File: config.mk
export PLATFORM = sky130hd
export DESIGN_NAME = midi_uart_rx
export DESIGN_NICKNAME = d
export VERILOG_FILES = /design/src/rtl/midi_uart_rx.sv
export SDC_FILE = /design/constraint.sdc
export NUM_CORES = 1
export LEC_CHECK = 0
export CAP_MARGIN = 40
export CORE_UTILIZATION = 61
export DETAILED_ROUTE_END_ITERATION = 10
export PLACE_DENSITY = 0.83
export REMOVE_ABC_BUFFERS = 1
export SLEW_MARGIN = 20
export SYNTH_ARGS = -nofsm -noshare
export SYNTH_HDL_FRONTEND = slang
export SYNTH_SLANG_ARGS = --single-unit
export TNS_END_PERCENT = 100
File: constraint.sdc
create_clock -name clk -period 5.1 [get_ports clk]
set_input_delay 0.51 -clock clk [delete_from_list [all_inputs] [get_ports clk]]
set_output_delay 0.51 -clock clk [all_outputs]
set_load 0.03 [all_outputs]
File: src/rtl/midi_uart_rx.sv
// MIDI serial receiver: 8N1, LSB first, mid-bit sampling. Each good byte is
// presented as a one-cycle valid_byte pulse; a low stop bit gives framing_err.
module midi_uart_rx #(
    parameter int CLKS_PER_BIT = 3200,
    parameter int CNT_W        = 12
) (
    input  logic       clk,
    input  logic       rst_n,
    input  logic       rx,
    output logic       valid_byte,
    output logic [7:0] data,
    output logic       framing_err,
    output logic       busy
);

    typedef enum logic [2:0] {
        IDLE,
        START,
        DATA,
        STOP,
        BREAK
    } state_t;

    localparam logic [CNT_W-1:0] HALF_CNT = CNT_W'(CLKS_PER_BIT / 2 - 1);
    localparam logic [CNT_W-1:0] LAST_CNT = CNT_W'(CLKS_PER_BIT - 1);

    state_t           state;
    logic [CNT_W-1:0] timer;
    logic [2:0]       bit_idx;
    logic [7:0]       shift;
    logic             rx_meta;
    logic             rxs;

    // Synchroniser resets to 1 so a reset never looks like a start edge.
    always_ff @(posedge clk or negedge rst_n) begin
        if (!rst_n) begin
            rx_meta <= 1'b1;
            rxs     <= 1'b1;
        end else begin
            rx_meta <= rx;
            rxs     <= rx_meta;
        end
    end

    // NOTE: non-blocking throughout, so every branch sees the pre-edge state.
    always_ff @(posedge clk or negedge rst_n) begin
        if (!rst_n) begin
            state       <= IDLE;
            timer       <= '0;
            bit_idx     <= '0;
            shift       <= '0;
            data        <= '0;
            valid_byte  <= 1'b0;
            framing_err <= 1'b0;
            busy        <= 1'b0;
        end else begin
            valid_byte  <= 1'b0;
            framing_err <= 1'b0;
            case (state)
                IDLE: begin
                    if (!rxs) begin
                        state <= START;
                        timer <= '0;
                        busy  <= 1'b1;
                    end
                end
                START: begin
                    if (timer == HALF_CNT) begin
                        timer   <= '0;
                        bit_idx <= '0;
                        if (rxs) begin
                            state <= IDLE;
                            busy  <= 1'b0;
                        end else begin
                            state <= DATA;
                        end
                    end else begin
                        timer <= timer + 1'b1;
                    end
                end
                DATA: begin
                    if (timer == LAST_CNT) begin
                        timer   <= '0;
                        shift   <= {rxs, shift[7:1]};
                        bit_idx <= bit_idx + 1'b1;
                        if (bit_idx == 3'd7) state <= STOP;
                    end else begin
                        timer <= timer + 1'b1;
                    end
                end
                STOP: begin
                    if (timer == LAST_CNT) begin
                        timer <= '0;
                        if (rxs) begin
                            data       <= shift;
                            valid_byte <= 1'b1;
                            state      <= IDLE;
                            busy       <= 1'b0;
                        end else begin
                            framing_err <= 1'b1;
                            state       <= BREAK;
                        end
                    end else begin
                        timer <= timer + 1'b1;
                    end
                end
                BREAK: begin
                    // A held-low line yields one error only; wait for release.
                    if (rxs) begin
                        state <= IDLE;
                        busy  <= 1'b0;
                    end
                end
                default: begin
                    state <= IDLE;
                    busy  <= 1'b0;
                end
            endcase
        end
    end

endmodule
Word level (Yosys, flattened, before mapping)
Cells that the tools add are included.
{ "classes": {"addsub": 2, "n_eq_ne": 13, "n_mux": 27, "n_bitwise": 1, "reduce_logical": 10} }
{ "ops": {"columns": ["cell", "n"], "rows": [
  ["$mux W12", 3],
  ["$pmux W12 S3", 1],
  ["$mux W3", 9],
  ["$pmux W3 S5", 1],
  ["$add A12 B1 Y12 const B", 1],
  ["$eq A12 B11 Y1 const B", 1],
  ["$eq A12 B12 Y1 const B", 1],
  ["$ne A2 B2 Y1 const B", 6],
  ["$mux W1", 10],
  ["$eq A3 B2 Y1 const B", 2],
  ["$eq A3 B3 Y1 const B", 2],
  ["$pmux W3 S2", 1],
  ["$reduce_and A3 Y1", 2],
  ["$reduce_and A6 Y1", 1],
  ["$pmux W1 S5", 1],
  ["$reduce_and A2 Y1", 2],
  ["$reduce_and A4 Y1", 1],
  ["$add A3 B1 Y3 const B", 1],
  ["$eq A3 B1 Y1 const B", 1],
  ["$logic_not A3 Y1", 1],
  ["$reduce_bool A3 Y1", 1],
  ["$mux W2", 1],
  ["$reduce_bool A2 Y1", 1],
  ["$reduce_or A2 Y1", 1],
  ["$not A1 Y1", 1]
]} }
{ "word_totals": {"ff_bits": 39, "output_inout_bits": 11, "word_cells": 63} }

Longest topological paths before layout
Gate-level depths: netlist (run 1).
{ "depth": {"word_depth": 4, "mapped_depth": 8, "mapped_depth_nobuf": 6} }

Worst setup path after synthesis (run 1)
OpenSTA, ideal clock, no wires.
{ "synth_path": {"path_kind": "reg-to-reg", "start": "register timer[7]", "end": "register data[0]", "arrival_time_ns": 2.115, "required_time_ns": 4.975, "path_slack_ns": 2.860, "stages_incl_launch_ff": 6, "synth_period_minus_slack_ns": 2.240, "cell_sequence": "dfrtp_1 or3b_4 or4_1 buf_6 nor3_4 mux2_2"} }
{ "synth_between": {"elab_chain_len": 2} }
{ "synth_lines": {"columns": ["element", "line", "text"], "rows": [
  ["start, declared", "28", "logic [CNT_W-1:0] timer;"],
  ["start signal, assigned", "78", "timer <= timer + 1'b1;"],
  ["start signal, assigned", "88", "timer <= timer + 1'b1;"],
  ["start signal, assigned", "104", "timer <= timer + 1'b1;"],
  ["$eq A12 B12 Y1", "92", "if (timer == LAST_CNT) begin"],
  ["$reduce_and A3 Y1 (no line)", null, null],
  ["end signal, assigned", "95", "data <= shift;"],
  ["end, declared", "11", "output logic [7:0] data,"]
]} }
Every way passes these cells.
A chain may end at the register's enable or synchronous reset.

Worst setup path after layout (run 1)
{ "layout_path": {"start": "register timer[0]", "end": "register data[5]"} }
The elaborated chain is that of the path after synthesis.

==> reports/metrics.csv, run 1 <==
stage;metric;value;unit
power_and_ir_drop;Leakage Power;0.0009572;uW
final_layout;Final #Nets;201;
clock_tree;root buf cell;clkbuf_4;
sta;RSZ-0062 raised after global routing;no;
routing;WL/cell;14.98;um
synth;Synth Instances;179;
synth;synthesized area per cell;10.05;sq um
placement;hpwl dp;2446;um
power_and_ir_drop;Psw;107.7;uW
floorplan;Starting Density;64.69;%
critical_path;CP delay by family, top;simple AND/OR/NAND/NOR gates;
global_routing;Tot GR Track Use;24.72;%
global_routing;largest net degree at the start of global routing;40;
power_and_ir_drop;VDD IR max;0.2631;mV
clock_tree;Inserted Clock Buffers;5;
synth;Synth area leader;dfrtp_1;
floorplan;Die X;56.31;um
global_routing;first-pass GRT wire length;5913;um
power_and_ir_drop;Flop pwr share;65.7;%
floorplan;die height;56.31;um
clock_tree;clock tree from TritonCTS;done;
power_and_ir_drop;Clk pwr share;32.3;%
final_layout;area growth from synthesis to layout;11.68;%
floorplan;Ports;14;
clock_tree;Post-CTS Hold Fix Bufs;0;
sta;final setup violating endpoints;0;
global_routing;vias in the first global route;1387;
clock_tree;Post-CTS Setup Bufs;0;
sta;Max-Slew Margin vs Limit;58.35;%
clock_tree;CTS clk-pin slew, worst paths;0.11;ns
routing;Starting DRT DRC Count;53;
synth;multiplexer share of the synthesized area;5.633;%
sta;final clock skew;0.01054;ns
synth;Compound-Gate Fraction of Synth Area;12.17;%
power_and_ir_drop;pwr dens;236.1;mW/mm^2
routing;vias;1346;
run;Max-Cap Viols;0;
power_and_ir_drop;Sw Share;22.70;%
sta;fin crit period;2.590;ns
synth;post-synthesis sequential area ratio;54.38;%
synth;Post-Synth XOR/XNOR Area;0.4868;%
critical_path;Buf+Inv Stages, Crit Path;0;
floorplan;Cell Rows;19;
routing;# DRC;0;
synth;Mapped Area;0.001799;sq mm
global_routing;initial antenna violation count;0;
synth;Synth Area in Adders;2.086;%
routing;DRT Wirelength;3400;um
sta;Fin Setup TNS;0;ns
routing;routed vias/inst;5.930;
routing;TritonRoute pass-1 iters;4;
clock_tree;clk_lat worst skew;0.35;ns
sta;Slew @ Worst Pin;0.6247;ns
critical_path;CP Data Arrival Time;2.84;ns
synth;Yosys warning count;0;
final_layout;Util after Layout;72.24;%
critical_path;Critical Path RT;5.35;ns
final_layout;register area;978.4;sq um
sta;final worst path period share;50.79;%
final_layout;diode count;0;
global_routing;Overflow after GRT;0;
clock_tree;clk buf depth;2;
final_layout;Layout fillers;188;
synth;FF+latch count, synth;39;
sta;max frequency;386.1;MHz
sta;Hold Vio Cnt, Final;0;
clock_tree;post-CTS sizing;0;
floorplan;total core area;0.002781;sq mm
clock_tree;Sink Count;39;
critical_path;CP Launch Type;flip-flop;
critical_path;CP max FO;9;
placement;count of input and output buffers;13;
critical_path;crit path cell chain;ha_1 -> nand4_1 -> or4_1 -> nor3_4 -> mux2_2;
synth;combinational family with the most area after synthesis;simple AND/OR/NAND/NOR gates;
placement;global placement routability congestion;0.8307;
synth;ranking of synthesized cells by area;dfrtp_1 51%, nand2_1 7.3%, mux2_2 5.6%;
sta;Slew Limit Fails;0;
critical_path;critical path endpoint category;flip-flop;
critical_path;Setup Crit Path Kind;flip-flop to flip-flop;
status;status;finished, final reports clean;
critical_path;crit-path max cell delay;0.75;ns
power_and_ir_drop;combinational share of power;2.1;%
synth;Netlist cell types;39;
worst_hold_path;Hold Path Class;primary input to async pin;
power_and_ir_drop;Power Internal;366.7;uW
synth;Simple-Gate Fraction of Synth Area;22.60;%
final_layout;Multi-input gate area;773.2;sq um
routing;Final ANT Viol Nets;0;
critical_path;slowest CP cell;or4_1;
floorplan;die area;0.003171;sq mm
final_layout;layout cells sized above 1;13.78;%
clock_tree;Max H-tree Level;2;
synth;post-synth top area share;51.46;%
## placed cells by master (no fill, tap or decap), types with 5 or more instances in the layout
| master | Yosys | layout |
|---|---|---|
| a21oi_1 | 8 | 8 |
| clkbuf_4 | 0 | 5 |
| clkdlybuf4s50_1 | 0 | 12 |
| dfrtp_1 | 37 | 37 |
| mux2_2 | 9 | 9 |
| nand2_1 | 35 | 35 |
| nand3_1 | 8 | 8 |
| nor2_1 | 11 | 11 |
| nor3_1 | 5 | 5 |
| o21ai_0 | 9 | 9 |
| or3_1 | 7 | 7 |
## synthesized netlist by cell type
master / n
xnor2_1: 1
clkbuf_1: 3
a32oi_1: 1
o221ai_1: 1
dfstp_2: 2
or4_1: 1
a21oi_1: 8
nand2_1: 35
o21a_1: 1
a21o_1: 2
nor2_1: 11
a31oi_1: 3
nor4_1: 2
and2_1: 1
o31ai_1: 1
ha_1: 3
a2bb2oi_2: 1
a22o_1: 3
and3_1: 1
nand2b_1: 4
nor3b_1: 1
a21bo_2: 1
inv_1: 4
nand3b_1: 1
o21ai_1: 2
or3_1: 7
nor3_1: 5
o22ai_1: 1
or3b_4: 1
or2_2: 2
nor2b_1: 1
buf_6: 1
nor3_4: 1
dfrtp_1: 37
nand4_1: 1
nand3_1: 8
o21ai_0: 9
mux2_2: 9
buf_2: 2
## logic make-up (layout without fill, tap and decap cells)
kind of cell	count (synthesis)	after routing
AOI/OAI and AO/OA	34	34
xor gates and xnor gates	1	1
adders and majority gates	3	3
buffers and inverters	10	27
DFF	39	39
muxes	9	9
and+or+nand+nor	83	83
## layer usage
metal | vias to the layer above | track usage, % | share of wire [%]
met5 | - | 0 | 0
met4 | 0 | 11.15 | 2.0
met3 | 10 | 6.682 | 3.3
met2 | 23 | 39.80 | 49
met1 | 654 | 31.44 | 46
li1 | 659 | - | -
## cell type report
cell class              instances  share of cell area (%)
clock buffers                   6                   2.055
clock inverters                 2                  0.6227
inverters                       4                  0.7472
multi-input cells             130                   38.48
flip-flops and latches         39                   48.69
well taps                      31                   1.930
repair buffers                 15                   7.472
## path summary, 6_finish.rpt
path | startpoint | depth (start not counted) | end | slack [ns]
setup / recovery | timer[0] | 5 | data[5] | 2.51
hold / removal | rst_n | 1 | state[1] | 0.01
setup reg to reg | timer[0] | 5 | data[5] | 2.51
hold reg to reg | rx_meta | 0 | rxs | 0.36
max in group asynchronous | rst_n | 2 | rx_meta | 4.60
min in group clk | rx_meta | 0 | rxs | 0.36
## power groups by stage
stage	combinational (uW)	sequential, uW	clock, uW
floorplan	1.32	317	0
detailed placement	8.43	317	0
finish	9.83	311	153
global placement	8.24	317	0
CTS	8.41	311	157
global route	11.7	312	170
## flip-flops by register name (all words and copies together), names as in the netlist, 3 cells and up
signal,count
bit_idx,3
data,8
shift,8
state,3
timer,12
## stage by stage
stage          instances  worst slack, ns  total power, uW  hold slack, ns  instance area, sq um
2_1_floorplan        173            2.384            318.5          0.2144                  1767
3_3_place_gp         217            2.155            325.6          0.3471                  1931
3_5_place_dp         218            2.523            325.8          0.3468                  1936
4_1_cts              226            2.509            476.7          0.2594                  1989
5_1_grt              227            2.370            493.5         0.01265                  2009
6_report             227            2.510            474.4         0.01204                  2009
Power figures use the tool's default switching activity.
==> run 2: changes to the inputs <==
- CORE_UTILIZATION: 61 -> 57
- PLACE_DENSITY: 0.83 -> 0.78
- clock period: 5.1 -> 2.5 ns (I/O delays scaled with it)
==> run 2 against run 1 <==
  * Sequential power grew 100%
  * Utilization fell by 2.9 points
  * Via count increased by 1.1%
  * Worst hold slack better by 0.27 ns
  * Final area grew 4.5%
  * Power rose by 130%
  * Combinational power up 120%
  * Non-clock buffer count increased by 4
  * Largest cell class unchanged
  * Sequential share of layout area fell by 2.1 points
  * Setup slack got worse by 2.4 ns
  * Flip-flop and latch count is the same
  * Register-to-register slack got worse by 2.4 ns
==> reports/metrics.csv, run 2 (synthesis results as in run 1) <==
stage;metric;value;unit
status;status;finished, final reports clean;
routing;vias;1361;
critical_path;crit path cell chain;or3b_4 -> or4_1 -> a2bb2oi_2 -> o21ai_0 -> a21bo_2;
clock_tree;clock tree from TritonCTS;done;
power_and_ir_drop;Clk pwr share;39.3;%
final_layout;max FFs per register;12;
placement;global placement routability congestion;0.8343;
final_layout;Regs by FF count;timer x12, data x8, shift x8;
critical_path;r2r setup slk;0.08;ns
critical_path;Worst R2R Start;timer[7];
clock_tree;clk buf depth;2;
final_layout;Multi-input gate area;773.2;sq um
critical_path;CP Launch Type;flip-flop;
sta;Slew @ Worst Pin;0.6368;ns
global_routing;Tot GR Track Use;22.41;%
worst_hold_path;Hold Path Class;primary input to flip-flop;
sta;fin crit period;2.417;ns
power_and_ir_drop;Psw;230.9;uW
critical_path;CP delay by family, top;simple AND/OR/NAND/NOR gates;
power_and_ir_drop;Leakage Power;0.0009959;uW
placement;hpwl dp;2358;um
sta;Fin Setup TNS;0;ns
clock_tree;Inserted Clock Buffers;5;
final_layout;area growth from synthesis to layout;16.76;%
placement;Setup Slack @ Placement;0.1198;ns
critical_path;Setup Crit Path Kind;flip-flop to flip-flop;
final_layout;Final #Nets;205;
sta;RSZ-0062 raised after global routing;yes;
critical_path;Crit path depth;5;
sta;final worst path period share;96.70;%
final_layout;Layout fillers;235;
global_routing;Overflow after GRT;0;
floorplan;Cell Rows;20;
power_and_ir_drop;Power Internal;850.9;uW
critical_path;Worst R2R End;timer[7];
critical_path;Buf+Inv Stages, Crit Path;0;
worst_hold_path;hold-critical path depth;1;
sta;final worst slack;0.08259;ns
power_and_ir_drop;combinational share of power;2.0;%
routing;routed vias/inst;5.578;
critical_path;crit-path max cell delay;0.65;ns
power_and_ir_drop;Sw Share;21.35;%
sta;Slew Limit Fails;0;
global_routing;vias in the first global route;1227;
critical_path;CP max FO;10;
floorplan;Die X;58.19;um
run;Max-Cap Viols;0;
routing;TritonRoute pass-1 iters;4;
worst_hold_path;Hold Crit Endpoint;rx_meta;
final_layout;diode count;0;
routing;WL/cell;13.96;um
clock_tree;Sink Count;39;
final_layout;commonest non-fill, non-tap cell in the layout;dfrtp_1;
critical_path;Critical Path RT;2.76;ns
power_and_ir_drop;VDD IR max;0.4403;mV
floorplan;total core area;0.003028;sq mm
power_and_ir_drop;pwr dens;515.0;mW/mm^2
critical_path;Worst R2R Path Depth;5;
clock_tree;CTS clk-pin slew, worst paths;0.12;ns
critical_path;CP Data Arrival Time;2.68;ns
clock_tree;clk_lat worst skew;0.36;ns
sta;Max-Slew Margin vs Limit;57.55;%
floorplan;die area;0.003385;sq mm
clock_tree;Max H-tree Level;2;
global_routing;largest net degree at the start of global routing;40;
worst_hold_path;worst hold start;rx;
final_layout;layout cells sized above 1;15.50;%
sta;final setup violating endpoints;0;
sta;Hold Vio Cnt, Final;0;
placement;count of input and output buffers;13;
routing;Starting DRT DRC Count;59;
power_and_ir_drop;Flop pwr share;58.7;%
routing;DRT Wirelength;3407;um
final_layout;most frequent cells in the layout;37 x dfrtp_1, 35 x nand2_1, 12 x clkdlybuf4s50_1, 11 x nor2_1;
clock_tree;Post-CTS Setup Bufs;0;
floorplan;Ports;14;
clock_tree;root buf cell;clkbuf_4;
floorplan;Starting Density;59.42;%
final_layout;Util after Layout;69.38;%
routing;# DRC;0;
critical_path;Setup crit start;timer[7];
sta;max frequency;413.7;MHz
floorplan;die height;58.19;um
power_and_ir_drop;Power Total;1082;uW
routing;Final ANT Viol Nets;0;
sta;Fin Hold WS;0.2784;ns
critical_path;slowest CP cell;or4_1;
sta;final clock skew;0.008162;ns
global_routing;initial antenna violation count;0;
final_layout;register area;978.4;sq um
global_routing;first-pass GRT wire length;5616;um
critical_path;critical path endpoint category;flip-flop;
final_layout;Top reg by flops;timer;
-- run 2: cell count changes in the layout (fill, tap and decap cells not counted) --
cell and delta:
clkbuf_1 -1, buf_12 +1, bufinv_16 +1, clkinv_4 +1
buf_4 +3, dlygate4sd3_1 +1, clkinvlp_4 -1, buf_2 -1
-- run 2: through the flow --
| step | area [sq um] | std cells |
|---|---|---|
| after detailed placement | 1989 | 234 |
| final | 2101 | 244 |
| after CTS | 2071 | 242 |
| after global placement | 1989 | 234 |
| after floorplan | 1767 | 173 |
| after global routing | 2101 | 244 |
-- run 2: worst max path at each step --
stage | end | slack [ns]
after floorplan | bit_idx[0] | -0.22
after global placement | timer[7] | 0.19
after detailed placement | bit_idx[0] | 0.12
after CTS | bit_idx[0] | 0.11
after global routing | timer[7] | -0.03
final | timer[7] | 0.08
-- run 2: per-layer routing --
layer | share of wire [%] | up-vias | global-route usage [%]
met5 | 0 | - | 0
li1 | - | 668 | -
met2 | 47 | 41 | 34.32
met1 | 45 | 645 | 30.00
met4 | 1.7 | 0 | 7.823
met3 | 5.8 | 7 | 7.589
-- run 2: power groups by stage --
stage	clock network (uW)	logic, uW	registers [uW]
after floorplan	0	2.70	647
after global placement	0	16.9	647
after detailed placement	0	17.4	647
after CTS	435	17.5	635
after global routing	459	25.0	636
final	425	21.3	635
-- run 2: worst reg2reg max path, cell delays in order, from the launching register on --
cell and delay (ns):
dfrtp_1 0.45, or3b_4 0.43, or4_1 0.65, a2bb2oi_2 0.40, o21ai_0 0.17, a21bo_2 0.23
-- run 2: cell type report --
type / instances / share of cell area, %
Clock buffer: 5 / 1.787
Clock inverter: 3 / 2.085
Inverter: 4 / 0.7147
Multi-Input combinational cell: 130 / 36.81
Sequential cell: 39 / 46.58
Tap cell: 44 / 2.621
Timing Repair Buffer: 19 / 9.410
-- run 2: repair_timing --
action | CTS | global route
endpoints found under the hold margin | 0 | 12
hold buffers | 0 | 1
endpoints found under the setup margin | 0 | 2
gates resized for setup | 0 | 0
==> run 3: changes to the inputs <==
- ABC_CLOCK_PERIOD_IN_PS: default -> 2500
==> results of run 3 <==
The final DEF is identical to that of run 2; final timing and power are the same.
